$ cat src/rtl/iob_slave_buf.sv
// iob_slave_buf
// One generic buffered peripheral on the IO bus. It decodes its device
// code, executes CONO / DATAO / CONI / DATAI, holds a 36-bit output buffer
// and a 36-bit input buffer with valid/ready device sides, and raises a PI
// request on the channel loaded into pia. Bus bit 35 is the LSB.
module iob_slave_buf #(
   parameter logic [6:0] DEVCODE = 7'o070
) (
   input  logic        clk,
   input  logic        reset,
   input  logic        iob_poweron,
   input  logic        iob_reset,
   input  logic        datao_clear,
   input  logic        datao_set,
   input  logic        cono_clear,
   input  logic        cono_set,
   input  logic        iob_fm_datai,
   input  logic        iob_fm_status,
   input  logic        rdi_pulse,
   input  logic [3:9]  ios,
   input  logic [0:35] iob_write,
   output logic [1:7]  pi_req,
   output logic [0:35] iob_read,
   output logic        dr_split,
   output logic        rdi_data,
   output logic [0:35] out_data,
   output logic        out_valid,
   input  logic        out_ready,
   input  logic [0:35] in_data,
   input  logic        in_valid,
   output logic        in_ready
);

   // Architectural state
   logic [0:2]  pia_q, pia_d;
   logic        out_ie_q, out_ie_d;
   logic        in_ie_q, in_ie_d;
   logic        out_full_q, out_full_d;
   logic        in_full_q, in_full_d;
   logic [0:35] obuf_q, obuf_d;
   logic [0:35] ibuf_q, ibuf_d;

   // Previous values of the bus pulses, used for edge detection
   logic        dclr_q, dclr_d;
   logic        dset_q, dset_d;
   logic        cclr_q, cclr_d;
   logic        cset_q, cset_d;
   logic        datai_q, datai_d;

   logic        sel;
   logic        busClear;
   logic        dClrEdge, dSetEdge, cClrEdge, cSetEdge, dataiFall;
   logic        outTake, inTake;
   logic        irq;
   logic [0:35] statusWord;
   logic        unusedRdiPulse;

   // This device never services read-in, so that pulse is deliberately ignored
   assign unusedRdiPulse = rdi_pulse;

   // Device selection, bus pulse edges and handshake acceptance
   always_comb begin
      sel       = (ios == DEVCODE);
      busClear  = iob_reset | ~iob_poweron;
      dClrEdge  = sel & datao_clear & ~dclr_q;
      dSetEdge  = sel & datao_set & ~dset_q;
      cClrEdge  = sel & cono_clear & ~cclr_q;
      cSetEdge  = sel & cono_set & ~cset_q;
      dataiFall = sel & ~iob_fm_datai & datai_q;
      outTake   = out_full_q & out_ready;
      inTake    = ~in_full_q & in_valid;
   end

   // Next-state logic: clears apply before sets, and a new DATAO or an
   // accepted device word outranks anything that would empty that buffer
   always_comb begin
      pia_d    = cClrEdge ? 3'b000 : pia_q;
      out_ie_d = cClrEdge ? 1'b0 : out_ie_q;
      in_ie_d  = cClrEdge ? 1'b0 : in_ie_q;
      if (cSetEdge) begin
         pia_d    = pia_d | iob_write[33:35];
         out_ie_d = out_ie_d | iob_write[30];
         in_ie_d  = in_ie_d | iob_write[29];
      end

      obuf_d = dClrEdge ? '0 : obuf_q;
      if (dSetEdge) begin
         obuf_d = obuf_d | iob_write;
      end

      out_full_d = out_full_q;
      if (outTake || (cSetEdge && iob_write[32])) begin
         out_full_d = 1'b0;
      end
      if (dSetEdge) begin
         out_full_d = 1'b1;
      end

      in_full_d = in_full_q;
      ibuf_d    = ibuf_q;
      if ((cSetEdge && iob_write[31]) || dataiFall) begin
         in_full_d = 1'b0;
      end
      if (inTake) begin
         in_full_d = 1'b1;
         ibuf_d    = in_data;
      end

      dclr_d  = datao_clear;
      dset_d  = datao_set;
      cclr_d  = cono_clear;
      cset_d  = cono_set;
      datai_d = iob_fm_datai;

      if (busClear) begin
         pia_d      = 3'b000;
         out_ie_d   = 1'b0;
         in_ie_d    = 1'b0;
         obuf_d     = '0;
         out_full_d = 1'b0;
         ibuf_d     = '0;
         in_full_d  = 1'b0;
         dclr_d     = 1'b0;
         dset_d     = 1'b0;
         cclr_d     = 1'b0;
         cset_d     = 1'b0;
         datai_d    = 1'b0;
      end
   end

   // State register with asynchronous reset
   always_ff @(posedge clk or posedge reset) begin
      if (reset) begin
         pia_q      <= 3'b000;
         out_ie_q   <= 1'b0;
         in_ie_q    <= 1'b0;
         obuf_q     <= '0;
         out_full_q <= 1'b0;
         ibuf_q     <= '0;
         in_full_q  <= 1'b0;
         dclr_q     <= 1'b0;
         dset_q     <= 1'b0;
         cclr_q     <= 1'b0;
         cset_q     <= 1'b0;
         datai_q    <= 1'b0;
      end else begin
         pia_q      <= pia_d;
         out_ie_q   <= out_ie_d;
         in_ie_q    <= in_ie_d;
         obuf_q     <= obuf_d;
         out_full_q <= out_full_d;
         ibuf_q     <= ibuf_d;
         in_full_q  <= in_full_d;
         dclr_q     <= dclr_d;
         dset_q     <= dset_d;
         cclr_q     <= cclr_d;
         cset_q     <= cset_d;
         datai_q    <= datai_d;
      end
   end

   // Outputs: bus reads, device handshakes and the one-hot PI request
   always_comb begin
      statusWord         = '0;
      statusWord[29]     = in_ie_q;
      statusWord[30]     = out_ie_q;
      statusWord[31]     = in_full_q;
      statusWord[32]     = out_full_q;
      statusWord[33:35]  = pia_q;

      iob_read = '0;
      if (sel && iob_fm_datai) begin
         iob_read = iob_read | ibuf_q;
      end
      if (sel && iob_fm_status) begin
         iob_read = iob_read | statusWord;
      end

      irq = (in_full_q & in_ie_q) | (~out_full_q & out_ie_q);
      pi_req = '0;
      for (int k = 1; k <= 7; k++) begin
         pi_req[k] = irq & (pia_q == 3'(k));
      end

      out_data  = obuf_q;
      out_valid = out_full_q;
      in_ready  = ~in_full_q;
      dr_split  = 1'b0;
      rdi_data  = 1'b0;
   end

endmodule
$ cat config.mk
export PLATFORM = sky130hd
export DESIGN_NAME = iob_slave_buf
export DESIGN_NICKNAME = d
export VERILOG_FILES = /design/src/rtl/iob_slave_buf.sv
export SDC_FILE = /design/constraint.sdc
export NUM_CORES = 1
export LEC_CHECK = 0
export BUFFER_PORTS_ARGS = -buffer_cell sky130_fd_sc_hd__clkbuf_2
export CORE_MARGIN = 1
export CORE_UTILIZATION = 46
export CTS_CLUSTER_DIAMETER = 120
export CTS_CLUSTER_SIZE = 10
export DETAILED_ROUTE_END_ITERATION = 8
export GPL_TIMING_DRIVEN = 1
export PLACE_DENSITY = 0.76
export SYNTH_ARGS = -nofsm -noshare
export SYNTH_HDL_FRONTEND = slang
export SYNTH_SLANG_ARGS = --single-unit
export TNS_END_PERCENT = 5
$ cat constraint.sdc
create_clock -name clk -period 3.6 [get_ports clk]
set_input_delay 0.72 -clock clk [delete_from_list [all_inputs] [get_ports clk]]
set_output_delay 0.72 -clock clk [all_outputs]
set_load 0.02 [all_outputs]
Yosys cells after proc, flatten, opt, wreduce, memory -nomap -nowiden
Index checks and enable logic that the tools add are counted.
{ "totals": {"register_bits": 84, "inputBits": 92, "output_inout_bits": 83, "elab_cells": 92} }
{ "classes": {"eq_ne": 8, "muxes": 27, "bitwise_logic": 36, "reduce_logical": 9} }
{ "ops": {"columns": ["op", "count"], "rows": [
  ["$mux 36", 7],
  ["$or 36x36->36", 1],
  ["$or 36x7->36", 1],
  ["$and 1x1->1", 21],
  ["$mux 1", 17],
  ["$eq 3x3->1 const B", 4],
  ["$mux 3", 3],
  ["$not 1->1", 8],
  ["$eq 7x6->1 const B", 1],
  ["$eq 3x2->1 const B", 2],
  ["$reduce_bool 3->1", 2],
  ["$logic_and 1x1->1", 4],
  ["$or 1x1->1", 4],
  ["$eq 3x1->1 const B", 1],
  ["$or 3x3->3", 1],
  ["$logic_or 1x1->1", 2],
  ["$reduce_bool 2->1", 1]
]} }

Depth between registers and ports, before layout
{ "logic_depth": {"ltp_word": 8, "ltp_mapped": 6, "mapped_depth_nobuf": 3} }

Least setup slack after synthesis
No wires, ideal clock.
{ "synth_path": {"path_type": "input port to output port", "from": "input port ios[8] in the netlist's numbering", "to": "output port iob_read[30] in the netlist's numbering", "t_arrival_ns": 1.924, "required_time_ns": 2.880, "setup_slack_ns": 0.956, "cell_stages": 5, "n_path_buf": 2, "path_cell_list": "or3b_1 > buf_6 > nor3_4 > clkbuf_2 > a32o_1"} }
{ "synth_between": {"elab_chain_cells": 5, "elab_cells_between_ends": 6, "classes_between": "1 x eq/ne; 2 x mux; 1 x bitwise; 2 x reduce/logical"} }
{ "synth_lines": {"columns": ["element", "line_no", "rtl"], "rows": [
  ["start: declaration", "20", "input logic [3:9] ios,"],
  ["$eq 7x6->1 *", "63", "sel = (ios == DEVCODE);"],
  ["$logic_and 1x1->1", "172", "if (sel && iob_fm_datai) begin"],
  ["$mux 36", "172", null],
  ["$or 36x7->36", "176", "iob_read = iob_read | statusWord;"],
  ["$mux 36 *", "175", "if (sel && iob_fm_status) begin"],
  ["end: declaration", "23", "output logic [0:35] iob_read,"]
]} }
Every way passes the cells marked *; elsewhere a longest branch is shown, timed or not.

Final worst setup path
{ "layout_path": {"from": "input port ios[7] in the netlist's numbering", "to": "output port iob_read[29] in the netlist's numbering"} }
The elaborated chain is that of the path after synthesis.

==> flow_summary.yaml <==
worst_hold_path:
  min_path_type: "register to register"
  hold_depth: 1
clock_network:
  cts-resized-gates: 0
  cts_setup_buffers: 0
  clock-root-buffer: "clkbuf_8"
  cts.htree.levels: 3
  cts_sinks: 84
  cts_hold_buf: 0
  cts_tree: "done"
  clock_latency_ns: 0.35
  cts_buffers: 9
  clockBufferDepth: 2
  clkTransAtPathRegs_ns: 0.08
die:
  dieArea_um2: 7930
  ioPinCount: 175
  row_count: 31
  start_util_pct: 47.8
  core_um2: 7290
  die_h_um: 89.1
  chipWidth_um: 89.1
setup_path:
  arrival_ns: 2.25
  reg2reg_depth: 4
  crit_end: "iob_read[29]"
  r2r_slack_ns: 2.09
  r2r_end: "out_data[0]"
  startpoint: "ios[7]"
  timing.rr.start: "dclr_q"
  cp_max_fo: 8
  worstSetupPathType: "primary input to primary output"
  cp.required_ns: 2.88
  critPathLaunchType: "primary input"
  endpoint_kind: "primary output"
yosys:
  synth-adder-area-share_pct: 0
  synth_area_leader_cell: "dfrtp_1"
  synth_top_family_by_area: "compound AO/OA/AOI/OAI gates"
  netlist_instances: 266
  synth.distinct_cells: 30
  synth_xor_area_share_pct: 0
  ys_top_cells_by_area: "dfrtp_1 (60%), a22o_1 (17%), and2_1 (5.9%), a32o_1 (4.9%), buf_6 (1.3%)"
  synth-seq-cells: 84
  synth-simple-area-share_pct: 11.5
  synth_top_area_share_pct: 60.3
  syn_avg_cell_area_um2: 13.1
  syn_area_um2: 3490
  muxShareOfSynthArea_pct: 0
  synth_compound_area_share_pct: 23.7
  yosysSeqAreaShare_pct: 60.3
  yosys_warnings: 0
status:
  outcome: "finished, final reports clean"
cells_and_area:
  fillers: 610
  diodes: 0
  area_growth_pct: 31.5
  final_area_um2: 4580
  drive_gt1_share_pct: 45.8
  final_nets: 528
sta:
  rsz0062_at_grt: "no"
  slew_headroom_pct: 26.5
  worst_pin_slew_ns: 1.10
  setup_tns_ns: 0
  clock_skew_ns: 0.00866
  setup_viol: 0
  final_hold_viol_count: 0
  maxSlewViolCount: 0
  fin_crit_sh_pct: 82.6
  fin_crit_ns: 2.97
  timing.fmax_mhz: 336
global_routing:
  grt-ovfl-total: 0
  grt_usage_pct: 21.7
  grt_max_degree: 66
  grt_antenna_before_repair: 0
  grt_pass1_vias: 2642
  grt_first_pass_wirelength_um: 12700
drt:
  wl_um: 8500
  first_pass_iters: 4
  detail-route-antenna-nets: 0
  first_iter_violations: 96
  remaining_drc_errors: 0
  avgRoutedWirePerCell_um: 15.7
  vias: 2842
  viasPerCell: 5.26
job:
  maxCapViolCount: 0
placement:
  gp_congestion: 0.740
  port_buffers: 171
  dp_hpwl_um: 5940
  place_area_um2: 4410
power_and_ir_drop:
  cellPowerDensity_nw_per_um2: 371
  leakage_uw: 0.00250
  ir_worst_vdd_v: 0.000193
==> report_power, final <==
| part | leakage (µW) | internal [µW] | switching (µW) |
|---|---|---|---|
| Clock | 0.0000855 | 271 | 335 |
| Sequential | 0.00116 | 958 | 6.98 |
| Combinational | 0.00125 | 55.4 | 74.6 |
==> how the worst min path moves through the flow <==
stage	from	slack, ns	endpoint
finish	ibuf_q[26]	0.50	ibuf_q[26]
global route	out_data[33]	0.51	out_data[33]
CTS	out_data[33]	0.50	out_data[33]
detailed placement	ibuf_q[13]	0.48	ibuf_q[13]
global placement	out_data[29]	0.48	out_data[29]
floorplan	ibuf_q[0]	0.46	ibuf_q[0]
==> cells in the final DEF, fill, tap and decap left out, drive strengths merged, types with 2 or more instances in the layout <==
cell	synthesis	final
a22o	68	68
a32o	17	17
and2	33	33
and3	2	2
buf	13	8
clkbuf	8	182
clkinv	0	4
clkinvlp	0	2
conb	1	2
dfrtp	84	84
inv	6	5
nand2b	4	4
nor2	7	7
nor2b	3	3
nor3	6	6
o21ai	2	2
==> cell usage after synthesis, drive strengths merged <==
| cell type | instances |
|---|---|
| nand4bb | 1 |
| a31oi | 1 |
| nor3b | 1 |
| nand4 | 1 |
| a32o | 17 |
| buf | 13 |
| nand2b | 4 |
| clkbuf | 8 |
| nor2b | 3 |
| nor2 | 7 |
| nor3 | 6 |
| nand2 | 1 |
| and3 | 2 |
| a21oi | 1 |
| o41a | 1 |
| or3b | 1 |
| a22o | 68 |
| dfrtp | 84 |
| nor4 | 1 |
| a41oi | 1 |
| and4bb | 1 |
| a41o | 1 |
| conb | 1 |
| inv | 6 |
| o21ai | 2 |
| and2 | 33 |
==> layout make-up <==
| class | instances | area (µm²) | area share (%) |
|---|---|---|---|
| timing repair buffer | 179 | 916 | 20.0 |
| sequential | 84 | 2100 | 45.9 |
| clock buffer | 11 | 141 | 3.08 |
| multi-input combinational | 156 | 1240 | 27.0 |
| clock inverter | 5 | 37.5 | 0.819 |
| tap | 99 | 124 | 2.70 |
| inverter | 6 | 23.8 | 0.519 |
==> metrics by stage <==
stage               setup WS, ns  hold slack, ns  utilization [%]  power [µW]  std cells
floorplan                  0.715           0.464                -        1040        267
global placement           0.655           0.478             60.4        1110        524
detailed placement         0.636           0.483             60.4        1120        524
CTS                        0.628           0.505             62.9        1720        540
global route               0.480           0.508             62.9        1770        540
finish                     0.626           0.500             62.9        1700        540
==> cell families (layout without fill, tap and decap cells) <==
group,count (synthesis),count (layout)
and+or+nand+nor,62,62
AOI/OAI and AO/OA,92,92
DFF,84,84
other,1,2
buffers and inverters,27,201
==> routing by layer <==
layer	track usage, %	part of all wire (%)	routed length (µm)
met5	0	0	0
met4	6.49	0.71	60
met3	7.57	8.3	706
met2	35.0	47	3990
met1	27.7	44	3740
==> critical path, stage by stage <==
cell and delay (ns):
clkbuf_2 0.09, nand4bb_1 0.42, nor2_1 0.58, a32o_1 0.26, clkbuf_2 0.18
No activity file was read; power rests on OpenSTA's default activity.
